===== src/rtl/pipeline_pkg.sv =====
`default_nettype none
// ============================================================================
// pipeline_pkg : shared fetch-control encodings and defaults
// Revision     : 1.0
// ============================================================================
package pipeline_pkg;

    typedef enum logic [1:0] {
        ST_IDLE   = 2'd0,
        ST_RUN    = 2'd1,
        ST_STEP   = 2'd2,
        ST_HALTED = 2'd3
    } pc_state_t;

    localparam int unsigned c_default_step         = 4;
    localparam int unsigned c_default_reset_vector = 0;

endpackage : pipeline_pkg
`default_nettype wire


===== src/rtl/pc_reg.sv =====
`default_nettype none
// ============================================================================
// pc_reg : B-bit program-counter register, sync reset to RESET_VECTOR
// Revision : 1.0
// ============================================================================
module pc_reg #(
    parameter int unsigned    B            = 32,
    parameter logic [B-1:0]   RESET_VECTOR = '0
) (
    input  logic         clk,
    input  logic         reset,
    input  logic         we,
    input  logic [B-1:0] d,
    output logic [B-1:0] q
);

    logic [B-1:0] r_q;

    always_ff @(posedge clk) begin
        if (reset) begin
            r_q <= RESET_VECTOR;
        end else if (we) begin
            r_q <= d;
        end
    end

    assign q = r_q;

endmodule : pc_reg
`default_nettype wire


===== src/rtl/pc_control.sv =====
`default_nettype none
// ============================================================================
// pc_control : debug-gated fetch FSM with prioritised next-PC selection
// Revision   : 1.0
// ============================================================================
module pc_control
    import pipeline_pkg::*;
#(
    parameter int unsigned  B            = 32,
    parameter int unsigned  STEP         = c_default_step,
    parameter logic [B-1:0] RESET_VECTOR = B'(c_default_reset_vector),
    parameter int unsigned  ALIGN_BITS   = 2
) (
    input  logic         clk,
    input  logic         reset,
    input  logic         enable,
    input  logic         step,
    input  logic         stall,
    input  logic         branch_taken,
    input  logic [B-1:0] branch_target,
    input  logic         jump,
    input  logic [B-1:0] jump_target,
    input  logic         halt,
    output logic [B-1:0] pc_out,
    output logic [B-1:0] pc_plus_step,
    output logic         fetch_valid,
    output logic         misaligned,
    output logic [1:0]   state,
    output logic [B-1:0] advance_count
);

    pc_state_t    r_state;
    logic [B-1:0] r_count;
    logic         r_mis;

    pc_state_t    w_next_state;
    logic [B-1:0] w_next_pc;
    logic         w_we;
    logic         w_set_mis;
    logic         w_redirect;
    logic         w_active;
    logic [B-1:0] w_target;
    logic         w_target_bad;

    assign pc_plus_step = pc_out + B'(STEP);
    assign w_redirect   = branch_taken | jump;
    assign w_target     = branch_taken ? branch_target : jump_target;
    assign w_active     = (r_state == ST_RUN) || (r_state == ST_STEP);

    generate
        if (ALIGN_BITS > 0) begin : g_align_check
            assign w_target_bad = |w_target[ALIGN_BITS-1:0];
        end else begin : g_no_align_check
            assign w_target_bad = 1'b0;
        end
    endgenerate

    always_comb begin
        w_next_state = r_state;
        w_next_pc    = pc_out;
        w_we         = 1'b0;
        w_set_mis    = 1'b0;
        case (r_state)
            ST_IDLE: begin
                if (enable)    w_next_state = ST_RUN;
                else if (step) w_next_state = ST_STEP;
            end
            ST_RUN, ST_STEP: begin
                // RUN keeps going only while enable holds; the update below still lands this cycle
                w_next_state = (r_state == ST_RUN && enable) ? ST_RUN : ST_IDLE;
                if (halt) begin
                    w_next_state = ST_HALTED;
                end else if (w_redirect) begin
                    if (w_target_bad) begin
                        w_set_mis    = 1'b1;
                        w_next_state = ST_HALTED;
                    end else begin
                        w_we      = 1'b1;
                        w_next_pc = w_target;
                    end
                end else if (!stall) begin
                    w_we      = 1'b1;
                    w_next_pc = pc_plus_step;
                end
            end
            default: w_next_state = ST_HALTED;
        endcase
    end

    always_ff @(posedge clk) begin
        if (reset) begin
            r_state <= ST_IDLE;
            r_count <= '0;
            r_mis   <= 1'b0;
        end else begin
            r_state <= w_next_state;
            if (w_we)      r_count <= r_count + 1'b1;
            if (w_set_mis) r_mis   <= 1'b1;
        end
    end

    pc_reg #(
        .B            (B),
        .RESET_VECTOR (RESET_VECTOR)
    ) u_pc_reg (
        .clk   (clk),
        .reset (reset),
        .we    (w_we),
        .d     (w_next_pc),
        .q     (pc_out)
    );

    assign fetch_valid   = !reset && w_active && (!stall || w_redirect);
    assign misaligned    = r_mis;
    assign state         = r_state;
    assign advance_count = r_count;

endmodule : pc_control
`default_nettype wire


===== config.mk =====
export PLATFORM = sky130hd
export DESIGN_NAME = pc_control
export DESIGN_NICKNAME = d
export VERILOG_FILES = /design/src/rtl/pipeline_pkg.sv /design/src/rtl/pc_reg.sv /design/src/rtl/pc_control.sv
export SDC_FILE = /design/constraint.sdc
export NUM_CORES = 1
export LEC_CHECK = 0
export CAP_MARGIN = 20
export CORE_MARGIN = 2
export CORE_UTILIZATION = 44
export DETAILED_ROUTE_END_ITERATION = 10
export PLACE_DENSITY = 0.79
export RECOVER_POWER = 50
export SYNTH_ARGS = -nofsm -noshare
export SYNTH_HDL_FRONTEND = slang
export SYNTH_SLANG_ARGS = --single-unit

===== constraint.sdc =====
create_clock -name clk -period 2.57 [get_ports clk]
set_input_delay 0.257 -clock clk [delete_from_list [all_inputs] [get_ports clk]]
set_output_delay 0.257 -clock clk [all_outputs]
set_load 0.01 [all_outputs]

# Word-level counts from Yosys, hierarchy flattened
# Cells that the tools add are included.
# op_classes
n_mux	20
order_cmp	0
n_addsub	2
n_mul	0
n_reduce_logical	11
n_div	0
eq_ne	5
shifts	0
bitwise	2
# op_table
operator	n
$mux W32	4
$add A32 B1 Y32 const B	1
$add A32 B3 Y32 const B	1
$mux W1	10
$mux W2	5
$reduce_and A5 Y1	1
$pmux W2 S2	1
$reduce_or A2 Y1	2
$logic_and A1 B1 Y1	3
$ne A3 B3 Y1 const B	1
$eq A2 B1 Y1 const B	1
$eq A2 B2 Y1 const B	1
$logic_not A1 Y1	2
$logic_not A2 Y1	1
$logic_or A1 B1 Y1	2
$ne A2 B1 Y1 const B	1
$ne A2 B2 Y1 const B	1
$not A1 Y1	1
$or A1 B1 Y1	1
# totals
word_cells	44
mem_bits_rw	0
latchBits	0
register_bits	67
mem_bits_ro	0
mem_count	0
in_bits	72
out_inout_bits	100

# Longest topological paths before layout
# logic_depth
depth_word	7
depth_mapped	9
mapped_depth_nobuf	7

# Hierarchy
# From an unflattened synthesis, not the netlist that was laid out.
# unflattened
cells_unflattened	576
hier_area_um2	4648.2
# by_module_without_submodules
mod	instances	area_per_inst_um2	seq_area_each_um2	cells_each
pc_control	1	3484.6	700.7	473
pc_reg	1	1163.6	640.6	103

# Least setup slack after synthesis
# No wires, ideal clock.
# synth_timing
path_kind	register to register
from	reg r_state[0], in the netlist state[0]
to	reg r_count[23], in the netlist advance_count[23]
arrival_ns	2.114
path_stages_with_launch	9
n_path_buf	1
path_slack_ns	0.386
setup_ns	0.070
period_less_slack_ns	2.184
required_ns	2.500
cell_sequence	dfxtp_1 > inv_1 > ha_1 > nor2b_1 > o2111ai_1 > nand4bb_1 > clkbuf_1 > or3_1 > a21oi_1
# synth_via
elab_chain_len	3
word_cells_on_any_way	4
classes_between	2 x eq/ne; 1 x mux; 1 x reduce/logical
# synth_rtl
item	line_no	source
start, declared	pc_control.sv:32	pc_state_t r_state;
start signal, assigned	pc_control.sv:96	r_state <= w_next_state;
$eq A2 B2 Y1 or $eq A2 B1 Y1 (tied branches)	pc_control.sv:63	case (r_state)
$reduce_or A2 Y1 *	pc_control.sv:63	
$mux W1 *	pc_control.sv:63	
end signal, assigned	pc_control.sv:97	if (w_we) r_count <= r_count + 1'b1;
end, declared	pc_control.sv:33	logic [B-1:0] r_count;
# Every way passes the cells marked *; elsewhere a longest branch is shown, timed or not.
# A chain may end at the register's enable or synchronous reset.

# Final worst setup path
# layout_timing
from	reg u_pc_reg.r_q[17], in the netlist u_pc_reg.q[17]
to	out pc_plus_step[25]
# layout_via
elab_chain_len	1
# layout_rtl
item	line_no	source
start, declared	pc_reg.sv:17	logic [B-1:0] r_q;
start signal, assigned	pc_reg.sv:21	r_q <= RESET_VECTOR;
start signal, assigned	pc_reg.sv:23	r_q <= d;
$add A32 B3 Y32	pc_control.sv:45	assign pc_plus_step = pc_out + B'(STEP);
end, declared	pc_control.sv:25	output logic [B-1:0] pc_plus_step,
# Every way passes these cells.

==> results.cfg <==
[sta]
holdWs_ns = 0.471
fin_crit_sh_pct = 97.9
hold_viol = 0
max_freq_mhz = 398
fin_tns_setup_ns = 0
worstMarginPinSlew_ns = 0.722
slew_headroom_pct = 51.9
slew_viol_final = 0
fin_crit_ns = 2.51
final.setup_skew_ns = 0.00836
setup_violations = 0

[logic_synthesis]
syn_avg_cell_area_um2 = 7.86
ys_seq_elements = 67
yosysWarnings = 0
syn_nets = 612
syn_inst = 535
ys.flop_type = dfxtp_1
yosysSeqAreaShare_pct = 31.9
synth_async_sr_flop_share_pct = 0
synth_area_um2 = 4210
yosys.cell_types.count = 53
synth_edf_count = 0

[layout]
layout.cells.most_common = clkdlybuf4s50_1
multi_input_area_um2 = 2710
utilization_pct = 70.6
final_cell_mix = 108 x clkdlybuf4s50_1, 52 x dfxtp_1, 46 x dlygate4sd3_1
fillCellCount = 759
nets = 790
design_area_um2 = 6520
diodes = 0
finalNonFillerCells = 847
synthToLayoutAreaGrowth_pct = 55.0
ff_latch_area_um2 = 1370
drive_gt1_share_pct = 13.1

[setup_path]
worst_r2r_path_depth = 8
cp.arrival_ns = 2.26
rrSetupSlack_ns = 0.18
setup.worst_path.end_class = output port
cp.required_ns = 2.31
path_class = flop to output port
rr_startpoint = state[0]
crit_fanout = 8
start_kind = flop
worstReg2RegEnd = advance_count[26]

[global_routing]
top_usage_layer = met2
grt_pass1_wl_um = 22900
grt_use_met3_pct = 3.80
antenna_found_initial = 0
grtUsageMet2_pct = 48.7
grt_pass1_vias = 4611
grt.total_usage_pct = 27.9
overflow = 0
grt_max_degree = 69
use_met1_pct = 33.9

[floorplan]
fp.dieArea_um2 = 10400
die_w_um = 102
pin_count = 172
rows = 35
core_um2 = 9240
die_h_um = 102
initial_core_util_pct = 45.5

[pwr]
p_leak_nw = 2.61
peakVddDrop_v = 0.000426
powerDensity_nw_per_um2 = 530

[clock_tree]
cts_buffer_depth = 2
path_clk_slew_ns = 0.08
numCtsBuffers = 9
clk_latency_ns = 0.34
htreeDepth = 3
hold_buffers = 0
cts_tree = done
cts_num_sinks = 67
cts_root_buf = clkbuf_8

[worst_hold_path]
min_path_cells = 3
hold_path.class = primary input to flop
min_from = reset
holdPathEnd = u_pc_reg.q[5]

[routing]
wire_per_inst_um = 17.5
vias = 4916
drc = 0
first_pass_iters = 5
vias_per_cell = 5.80
antenna_left = 0
totalWireLength_um = 14800
drt_iter0_drc = 289

[placed_design]
place_hpwl_um = 10600
dp.cells = 822
placed_cell_area_um2 = 6140
gp_congestion = 0.879
io_buffers = 171

[job]
maxCapViolations = 0

[run_status]
status = completed
[Yosys cell counts (4+ instances only)]
library cell | instances | area, um2
and3_1 | 8 | 50.1
nor2_1 | 40 | 150
ha_1 | 5 | 62.6
nor4_4 | 4 | 85.1
a22oi_1 | 11 | 82.6
nand3_1 | 18 | 90.1
xor2_1 | 17 | 149
clkbuf_1 | 28 | 105
a211oi_1 | 4 | 30.0
nor3_1 | 14 | 70.1
o32ai_1 | 5 | 43.8
or4_1 | 10 | 75.1
and2_1 | 8 | 50.1
a21o_1 | 6 | 45.0
nand2_1 | 42 | 158
nand4_1 | 23 | 144
o31ai_1 | 7 | 52.6
buf_2 | 8 | 40.0
and4_1 | 8 | 70.1
xnor2_1 | 25 | 219
a31oi_1 | 10 | 62.6
inv_1 | 13 | 48.8
o211ai_1 | 8 | 60.1
or3_1 | 15 | 93.8
a21oi_1 | 42 | 210
nor4_1 | 4 | 25.0
a22o_1 | 5 | 43.8
o21ai_0 | 38 | 190
dfxtp_1 | 67 | 1340
o31a_1 | 4 | 35.0
mux2i_1 | 5 | 50.1
[routing by layer]
metal / share of wire (%) / vias up / routed length (um)
met1: 40 / 2328 / 5990
met5: 0 / - / 0
met2: 49 / 209 / 7320
li1: - / 2339 / -
met4: 3.4 / 0 / 508
met3: 6.6 / 40 / 984
[stage by stage]
stage	setup slack, ns	total power, W
floorplan	0.386	0.00179
global placement	0.170	0.00235
detailed placement	0.0999	0.00239
CTS	0.00148	0.00348
global route	-0.00548	0.00362
finish	0.0550	0.00346
[registers in the layout, indices dropped and copies added (netlist names)]
signal and count:
advance_count 32, misaligned 1, state 2, u_pc_reg.q 32
[repair_timing]
item,4_1_cts,5_1_grt
pin swaps,4,1
buffers inserted,7,2
setup endpoints to repair,20,15
resized for setup,24,32
[where the power goes]
group          switching (W)  leakage, nW  internal (W)
sequential          0.000127        0.550       0.00113
combinational       0.000539         1.94      0.000561
clock               0.000429        0.123      0.000673
[critical path, cell delays in order, from the launching register on]
cell             delay [ns]
dfxtp_1                0.46
and2_1                 0.24
and3_2                 0.31
nand4_1                0.18
xnor2_1                0.17
clkdlybuf4s50_1        0.56
[cells by family after synthesis]
logic type | count (synthesis) | share of synthesized area [%]
compound gates | 154 | 23.3
xor+xnor | 42 | 8.74
fa+ha+maj | 5 | 1.49
buf+inv | 56 | 5.50
flops | 67 | 31.9
mux | 5 | 1.19
simple gates | 206 | 27.9
[cell type report]
type                            instances  share of cell area (%)
Timing Repair Buffer                  209                    30.4
Sequential cell                        67                    20.9
Clock buffer                           10                    2.11
Multi-Input combinational cell        412                    41.5
Tap cell                              129                    2.48
Clock inverter                          6                    1.71
Inverter                               14                   0.806
[worst max-delay path by stage]
stage | from | end | slack [ns] | cells after the start
after floorplan | state[0] | advance_count[23] | 0.39 | 8
after global placement | u_pc_reg.q[7] | pc_plus_step[28] | 0.17 | 5
after detailed placement | u_pc_reg.q[7] | pc_plus_step[28] | 0.1 | 5
after CTS | u_pc_reg.q[8] | pc_plus_step[13] | 0.001 | 7
after global routing | u_pc_reg.q[5] | pc_plus_step[25] | -0.005 | 6
final | u_pc_reg.q[17] | pc_plus_step[25] | 0.06 | 5
Power figures use the tool's default switching activity.
